File: src/rtl/data_bus_pkg.sv
// Shared types and defaults for the N-to-1 data bus arbiter.
package data_bus_pkg;

  localparam int DEF_N_CH   = 4;
  localparam int DEF_DATA_W = 8;
  localparam int MAX_CH     = 16;

  typedef enum logic {IDLE, HOLD} state_t;

  function automatic logic [MAX_CH-1:0] onehot(input int unsigned idx);
    onehot = '0;
    onehot[idx[3:0]] = 1'b1;
  endfunction

endpackage

File: src/rtl/data_bus_rr_pick.sv
// Combinational winner search over the effective request vector.
// DATA_BUS_FIXED_PRIO_EN: lowest index always wins instead of round-robin.
module data_bus_rr_pick #(
  parameter  int N_CH  = 4,
  localparam int SEL_W = $clog2(N_CH)
) (
  input  logic [N_CH-1:0]  eff_req,
  input  logic [SEL_W-1:0] last_grant,
  output logic             any_req,
  output logic [SEL_W-1:0] winner
);

`ifdef DATA_BUS_FIXED_PRIO_EN
  logic unused_last;
  assign unused_last = ^last_grant;

  always_comb begin
    any_req = |eff_req;
    winner  = '0;
    for (int i = N_CH - 1; i >= 0; i--)
      if (eff_req[SEL_W'(i)]) winner = SEL_W'(i);
  end
`else
  // Scan from farthest to nearest so the channel right after last_grant wins.
  always_comb begin
    int idx;
    idx     = 0;
    any_req = |eff_req;
    winner  = '0;
    for (int k = N_CH; k >= 1; k--) begin
      idx = (int'(last_grant) + k) % N_CH;
      if (eff_req[SEL_W'(idx)]) winner = SEL_W'(idx);
    end
  end
`endif

endmodule

File: src/rtl/data_bus_arbiter_nto1.sv
// N-channel round-robin bus selector with a registered valid/ready output.
// DATA_BUS_FIXED_PRIO_EN switches the arbiter to fixed lowest-index priority.
module data_bus_arbiter_nto1
  import data_bus_pkg::*;
#(
  parameter  int N_CH   = DEF_N_CH,
  parameter  int DATA_W = DEF_DATA_W,
  localparam int SEL_W  = $clog2(N_CH)
) (
  input  logic                   clk,
  input  logic                   reset,
  input  logic [N_CH-1:0]        reqIn,
  input  logic [N_CH*DATA_W-1:0] dataIn,
  input  logic                   readyIn,
  output logic [N_CH-1:0]        grantOut,
  output logic [DATA_W-1:0]      dataOut,
  output logic [SEL_W-1:0]       selectOut,
  output logic                   validOut
);

  state_t            state, state_nx;
  logic [SEL_W-1:0]  last_grant, winner;
  logic [N_CH-1:0]   eff_req;
  logic              any_req, handshake, load;
  logic [DATA_W-1:0] words [N_CH];

  for (genvar g = 0; g < N_CH; g++) begin : g_words
    assign words[g] = dataIn[g*DATA_W +: DATA_W];
  end

  // A channel granted last edge has not had a chance to retire its word yet.
  assign eff_req   = reqIn & ~grantOut;
  assign handshake = validOut & readyIn;

  data_bus_rr_pick #(.N_CH(N_CH)) u_pick (
    .eff_req    (eff_req),
    .last_grant (last_grant),
    .any_req    (any_req),
    .winner     (winner)
  );

  always_comb begin
    load     = 1'b0;
    state_nx = state;
    case (state)
      IDLE: begin
        load = any_req;
        if (any_req) state_nx = HOLD;
      end
      HOLD: begin
        load = handshake & any_req;
        if (handshake & ~any_req) state_nx = IDLE;
      end
      default: state_nx = IDLE;
    endcase
  end

  always_ff @(posedge clk) begin
    if (reset) state <= IDLE;
    else       state <= state_nx;
  end

  always_ff @(posedge clk) begin
    if (reset) begin
      dataOut    <= '0;
      selectOut  <= '0;
      validOut   <= 1'b0;
      grantOut   <= '0;
      last_grant <= SEL_W'(N_CH - 1);
    end else begin
      grantOut <= '0;
      if (load) begin
        dataOut   <= words[winner];
        selectOut <= winner;
        validOut  <= 1'b1;
        grantOut  <= N_CH'(onehot(32'(winner)));
`ifndef DATA_BUS_FIXED_PRIO_EN
        last_grant <= winner;
`endif
      end else if (handshake) begin
        validOut <= 1'b0;
      end
    end
  end

endmodule

File: config.mk
export PLATFORM = sky130hd
export DESIGN_NAME = data_bus_arbiter_nto1
export DESIGN_NICKNAME = d
export VERILOG_FILES = /design/src/rtl/data_bus_pkg.sv /design/src/rtl/data_bus_rr_pick.sv /design/src/rtl/data_bus_arbiter_nto1.sv
export SDC_FILE = /design/constraint.sdc
export NUM_CORES = 1
export LEC_CHECK = 0
export BUFFER_PORTS_ARGS = -buffer_cell sky130_fd_sc_hd__buf_2
export CAP_MARGIN = 20
export CORE_UTILIZATION = 40
export DETAILED_ROUTE_END_ITERATION = 12
export GPL_TIMING_DRIVEN = 0
export PLACE_DENSITY_LB_ADDON = 0.08
export SYNTH_ARGS = -nofsm -noshare
export SYNTH_HDL_FRONTEND = slang
export SYNTH_HIERARCHICAL = 1
export SYNTH_SLANG_ARGS = --single-unit
export TNS_END_PERCENT = 50
File: constraint.sdc
create_clock -name clk -period 3.6 [get_ports clk]
set_input_delay 0 -clock clk [delete_from_list [all_inputs] [get_ports clk]]
set_output_delay 0 -clock clk [all_outputs]
set_load 0.01 [all_outputs]
* Yosys cells after proc, flatten, opt, wreduce, memory -nomap -nowiden
Cells that the tools add are included.
** Word-level totals
- Flip-flop bits (word level) :: 18
- Bits in latches :: 0
- Bits in writable memories :: 0
- Memory bits (read-only) :: 0
- Memories :: 0
** Cells by class
- Add/sub/neg operators :: 4
- $mul :: 0
- Divide/modulo/power cells :: 0
- $lt $le $gt $ge :: 7
- Equal/unequal tests :: 0
- Shift-type cells :: 0
- Mux-type cells :: 27
- Bitwise logic cells :: 9
- Reductions and logical operators :: 4
** Operators with widths (count)
- binary-select mux 8 bit (select 2 bit) :: 1
- < comparator 2 x 4 -> 1 bit, second input constant :: 4
- 2-to-1 mux 8 bit :: 2
- 2-to-1 mux 1 bit :: 13
- binary-select mux 1 bit (select 2 bit) :: 4
- 2-to-1 mux 2 bit :: 4
- < comparator 2 x 5 -> 1 bit, second input constant :: 1
- adder 2 x 1 -> 2 bit, second input constant :: 2
- adder 2 bit, second input constant :: 2
- bitwise AND 4 bit :: 1
- inverter 4 bit :: 1
- one-hot mux 1 bit (2 select lines) :: 2
- OR reduction 4 bit :: 1
- bitwise AND 1 bit :: 3
- greater-or-equal comparator 3 bit, second input constant :: 1
- inverter 1 bit :: 3
- inverter 2 -> 3 bit :: 1
- demux 1 bit (select 2 bit) :: 1
- greater-or-equal comparator 2 x 1 -> 1 bit, second input constant :: 1
- nonzero test 2 bit :: 1
- OR reduction 2 bit :: 1
- logical AND 1 bit :: 1

* Longest topological paths before layout
- Word-level depth :: 13
- Depth in mapped cells :: 8
- Gate-level depth less buffers :: 7

* Hierarchy
The synthesis kept the hierarchy.
** By module, submodules not included
- data_bus_arbiter_nto1 :: times used 1, cells an instance 83, area an instance 885.8 µm², sequential area each 360.3 µm²
- data_bus_rr_pick :: times used 1, cells an instance 14, area an instance 91.3 µm², sequential area each 0.0 µm²

* Least setup slack after synthesis
No wires, ideal clock.
- Kind :: flip-flop to flip-flop
- Start :: register grantOut[3]
- End :: register dataOut[3]
- Library setup time :: 132 ps
- Arrival time :: 1809 ps
- Setup slack :: 1659 ps
- Stages on the path, launching flop included :: 9
- Path buffers :: 1
- Path through :: dfxtp_1 > nor2b_1 > and2b_1 > a21oi_2 > o221ai_2 > buf_6 > mux4_2 > nand3_1 > a21oi_1
** On the way
- Word-level cells in the longest chain between the ends :: 13
** RTL lines
- start, declared :: RTL line data_bus_arbiter_nto1.sv:15 : output logic [N_CH-1:0] grantOut,
- start signal, assigned :: RTL line data_bus_arbiter_nto1.sv:76 : grantOut <= N_CH'(onehot(32'(winner)));
- inverter 4 bit * :: RTL line data_bus_arbiter_nto1.sv:32 : assign eff_req = reqIn & ~grantOut;
- bitwise AND 4 bit * :: RTL line data_bus_arbiter_nto1.sv:32
- via eff_req[3] :: RTL line data_bus_arbiter_nto1.sv:23 : logic [N_CH-1:0] eff_req;
- binary-select mux 1 bit (select 2 bit) :: RTL line data_bus_rr_pick.sv:32 : if (eff_req[SEL_W'(idx)]) winner = SEL_W'(idx);
- 2-to-1 mux 1 bit (not written as such) (2 in series) :: RTL line data_bus_rr_pick.sv:32
- 2-to-1 mux 2 bit (3 in series) :: RTL line data_bus_rr_pick.sv:32
- 2-to-1 mux 2 bit * :: RTL line data_bus_rr_pick.sv:32
- via winner[0] :: RTL line data_bus_arbiter_nto1.sv:22 : logic [SEL_W-1:0] last_grant, winner;
- inverter 2 -> 3 bit (not written as such) * :: RTL line data_bus_arbiter_nto1.sv:73 : dataOut <= words[winner];
- binary-select mux 8 bit (select 2 bit) * :: RTL line data_bus_arbiter_nto1.sv:73
- 2-to-1 mux 8 bit (not written as such) * (2 in series) :: RTL line data_bus_arbiter_nto1.sv:73
- end signal, assigned :: RTL line data_bus_arbiter_nto1.sv:73
- end, declared :: RTL line data_bus_arbiter_nto1.sv:16 : output logic [DATA_W-1:0] dataOut,
The timed path passes the listed nets; every way through them passes the cells marked *. The select of a mux whose other input is x is not followed.
A chain may end at the register's enable or synchronous reset.

* Worst setup path after layout
- Start :: register grantOut[3]
- End :: register dataOut[4]
Same word-level chain as after synthesis.

==> impl_metrics.py <==
metrics = {
    "sta": {
        "hold_viol_final": 0,
        "hold_ws_ps": 65.56,
        "fin_crit_sh_pct": 59.43,
        "fmax_ghz": 0.4674,
        "setup_violations": 0,
        "rsz0062_at_grt": "false",
        "slew_violations": 0,
        "fin_skew_ps": 5.140,
        "slew_headroom_pct": 70.22,
        "tns_ps": 0,
        "period_minus_slack_ps": 2140,
        "worst_pin_slew_ps": 446.7,
    },
    "clock_network": {
        "cts_resized": 0,
        "cts_sinks": 18,
        "cts.hold.buffers_added": 1,
        "htree_levels": 1,
        "clkLatencyLatePin_ps": 290,
        "path_clk_slew_ps": 110,
        "cts_tree": "yes",
        "clockBufferDepth": 2,
        "postCtsSetupBuffers": 0,
        "cts_buffers": 3,
        "cts_root_buffer": "clkbuf_4",
    },
    "synth": {
        "synth_largest_area_cell": "dfxtp_1",
        "yosys_warnings": 6,
        "yosysSeqAreaShare_pct": 36.88,
        "synthTopCellsByCount": "dfxtp_1 (18), a21oi_1 (14), o21ai_0 (12)",
        "synthCells": 97,
        "synthDistinctLibCells": 26,
        "avgSynthCellArea_um2": 10.07,
        "synth-seq-cells": 18,
        "synth_top_cell_area_share_pct": 36.88,
        "syn-num-nets": 136,
        "synth.most_common_cell": "dfxtp_1",
        "ys.flop_type": "dfxtp_1",
        "synth_area_leaders": "dfxtp_1 (37%), mux4_2 (12%), mux4_1 (8.1%)",
        "synth-edff-count": 0,
        "synthesis.area_um2": 977.2,
        "synthArstFlopShare_pct": 0,
    },
    "routing": {
        "wirelength_um": 2431,
        "wl_per_cell_um": 13.36,
        "drt-initial-drc-count": 9,
        "drc": 0,
        "viasPerCell": 5.379,
        "via_count": 979,
        "firstDrtPassIters": 4,
        "drtAntennaViolNets": 0,
    },
    "critical_path": {
        "worstPathRequired_ps": 3770,
        "path_depth": 8,
        "reg2reg_depth": 8,
        "cp_cell_sequence": "nor2b_1 > and2b_1 > a21oi_2 > o221ai_2 > buf_6 > mux4_2 > nand3_1 > a21oi_1",
        "cp-end-kind": "flop",
        "slowest_stage": "mux4_2",
        "crit_path_start_kind": "flop",
        "path_max_fanout": 10,
        "cp_num_buf_inv": 1,
        "slowest_delay_ps": 510,
        "crit_family": "simple AND/OR/NAND/NOR gates",
        "crit_type": "flop to flop",
        "arrival_ps": 2310,
    },
    "final_layout": {
        "seqCellArea_um2": 360.3,
        "drive_gt1_share_pct": 44.81,
        "nets": 194,
        "antenna_cells": 0,
        "areaGrowthSynthToFinish_pct": 34.95,
        "multi_input_area_um2": 553.0,
        "num-fill-cells": 218,
    },
    "power": {
        "powerDensity_mw_per_mm2": 419.8,
        "total_power_uw": 553.6,
        "leakagePower_nw": 0.6158,
        "peakVddDrop_mv": 0.2211,
    },
    "placed_design": {
        "io_buffers": 52,
        "dpl.hpwl_um": 1865,
        "gp_congestion": 0.7798,
    },
    "global_route": {
        "first_global_vias": 932,
        "antenna_found_initial": 0,
        "grt_usage_pct": 20.47,
        "grt_pass1_wl_um": 3981,
        "grt_max_degree": 11,
        "overflow": 0,
    },
    "run_status": {
        "status": "complete, no violations",
    },
    "job": {
        "maxCapViolations": 0,
    },
    "floorplan": {
        "die_h_um": 51.43,
        "core_area_mm2": 0.002255,
        "die_area_mm2": 0.002645,
        "die_w_um": 51.43,
        "placementRows": 17,
        "start_util_pct": 43.34,
        "io_pins": 54,
    },
    "hold_path": {
        "hp-class": "input pin to flop",
        "hold_depth": 2,
    },
}
final cells by class:
cell class	instances	share of cell area (%)
multi-input cells	69	41.94
flip-flops and latches	18	27.32
repair buffers	53	20.49
plain buffers	8	4.269
clock buffers	4	2.751
well taps	28	2.657
inverters	2	0.5693
per-layer routing:
metal | vias up | track usage [%] | wire length, um
met5 | - | 0 | 0
met2 | 33 | 38.31 | 1248
met4 | 0 | 5.405 | 17
met3 | 2 | 3.274 | 112
li1 | 481 | - | -
met1 | 463 | 23.70 | 1053
registers in the layout, indices dropped and copies added, names as in the netlist:
signal,cells
selectOut,2
state,1
last_grant,2
grantOut,4
validOut,1
dataOut,8
kinds of logic after synthesis:
kind of cell / after synthesis / synth area share (%)
buffers and inverters: 10 / 6.529
AOI/OAI and AO/OA: 31 / 18.18
DFF: 18 / 36.88
muxes: 9 / 20.62
and+or+nand+nor: 29 / 17.80
cell usage in the layout (no fill, tap or decap):
cell	count
buf_2	53
nand2_1	2
nor4_1	1
inv_1	2
clkbuf_8	2
buf_6	2
a21oi_2	1
nor2b_1	4
mux4_2	5
nor2_1	2
mux2i_1	1
mux4_1	3
nand3_1	10
a21bo_2	1
o221ai_2	1
nand3b_1	2
a21boi_0	1
a31oi_1	1
and2b_1	1
clkbuf_4	3
o21ai_0	12
dlygate4sd3_1	1
nor4b_1	2
and4bb_2	1
clkbuf_1	4
nand2b_1	4
a21oi_1	14
dfxtp_1	18
where the power goes:
group | internal [mW] | switching [mW]
combinational | 0.101 | 0.0903
clock | 0.0615 | 0.0644
sequential | 0.223 | 0.0135
through the flow:
stage          cell area [um^2]  instances  setup slack [ps]  util (%)
6_report                   1319        182              1460     58.49
4_1_cts                    1319        182              1445     58.49
3_5_place_dp               1272        177              1462     56.44
5_1_grt                    1319        182              1329     58.49
3_3_place_gp               1272        177              1504     56.44
2_1_floorplan             977.2         97              1659         -
final timing paths:
path / from / end / slack, ps
min: reset / selectOut[0] / 70
max reg2reg: grantOut[3] / dataOut[4] / 1460
max: grantOut[3] / dataOut[4] / 1460
min reg2reg: selectOut[1] / selectOut[1] / 480
No activity file was read; power rests on OpenSTA's default activity.
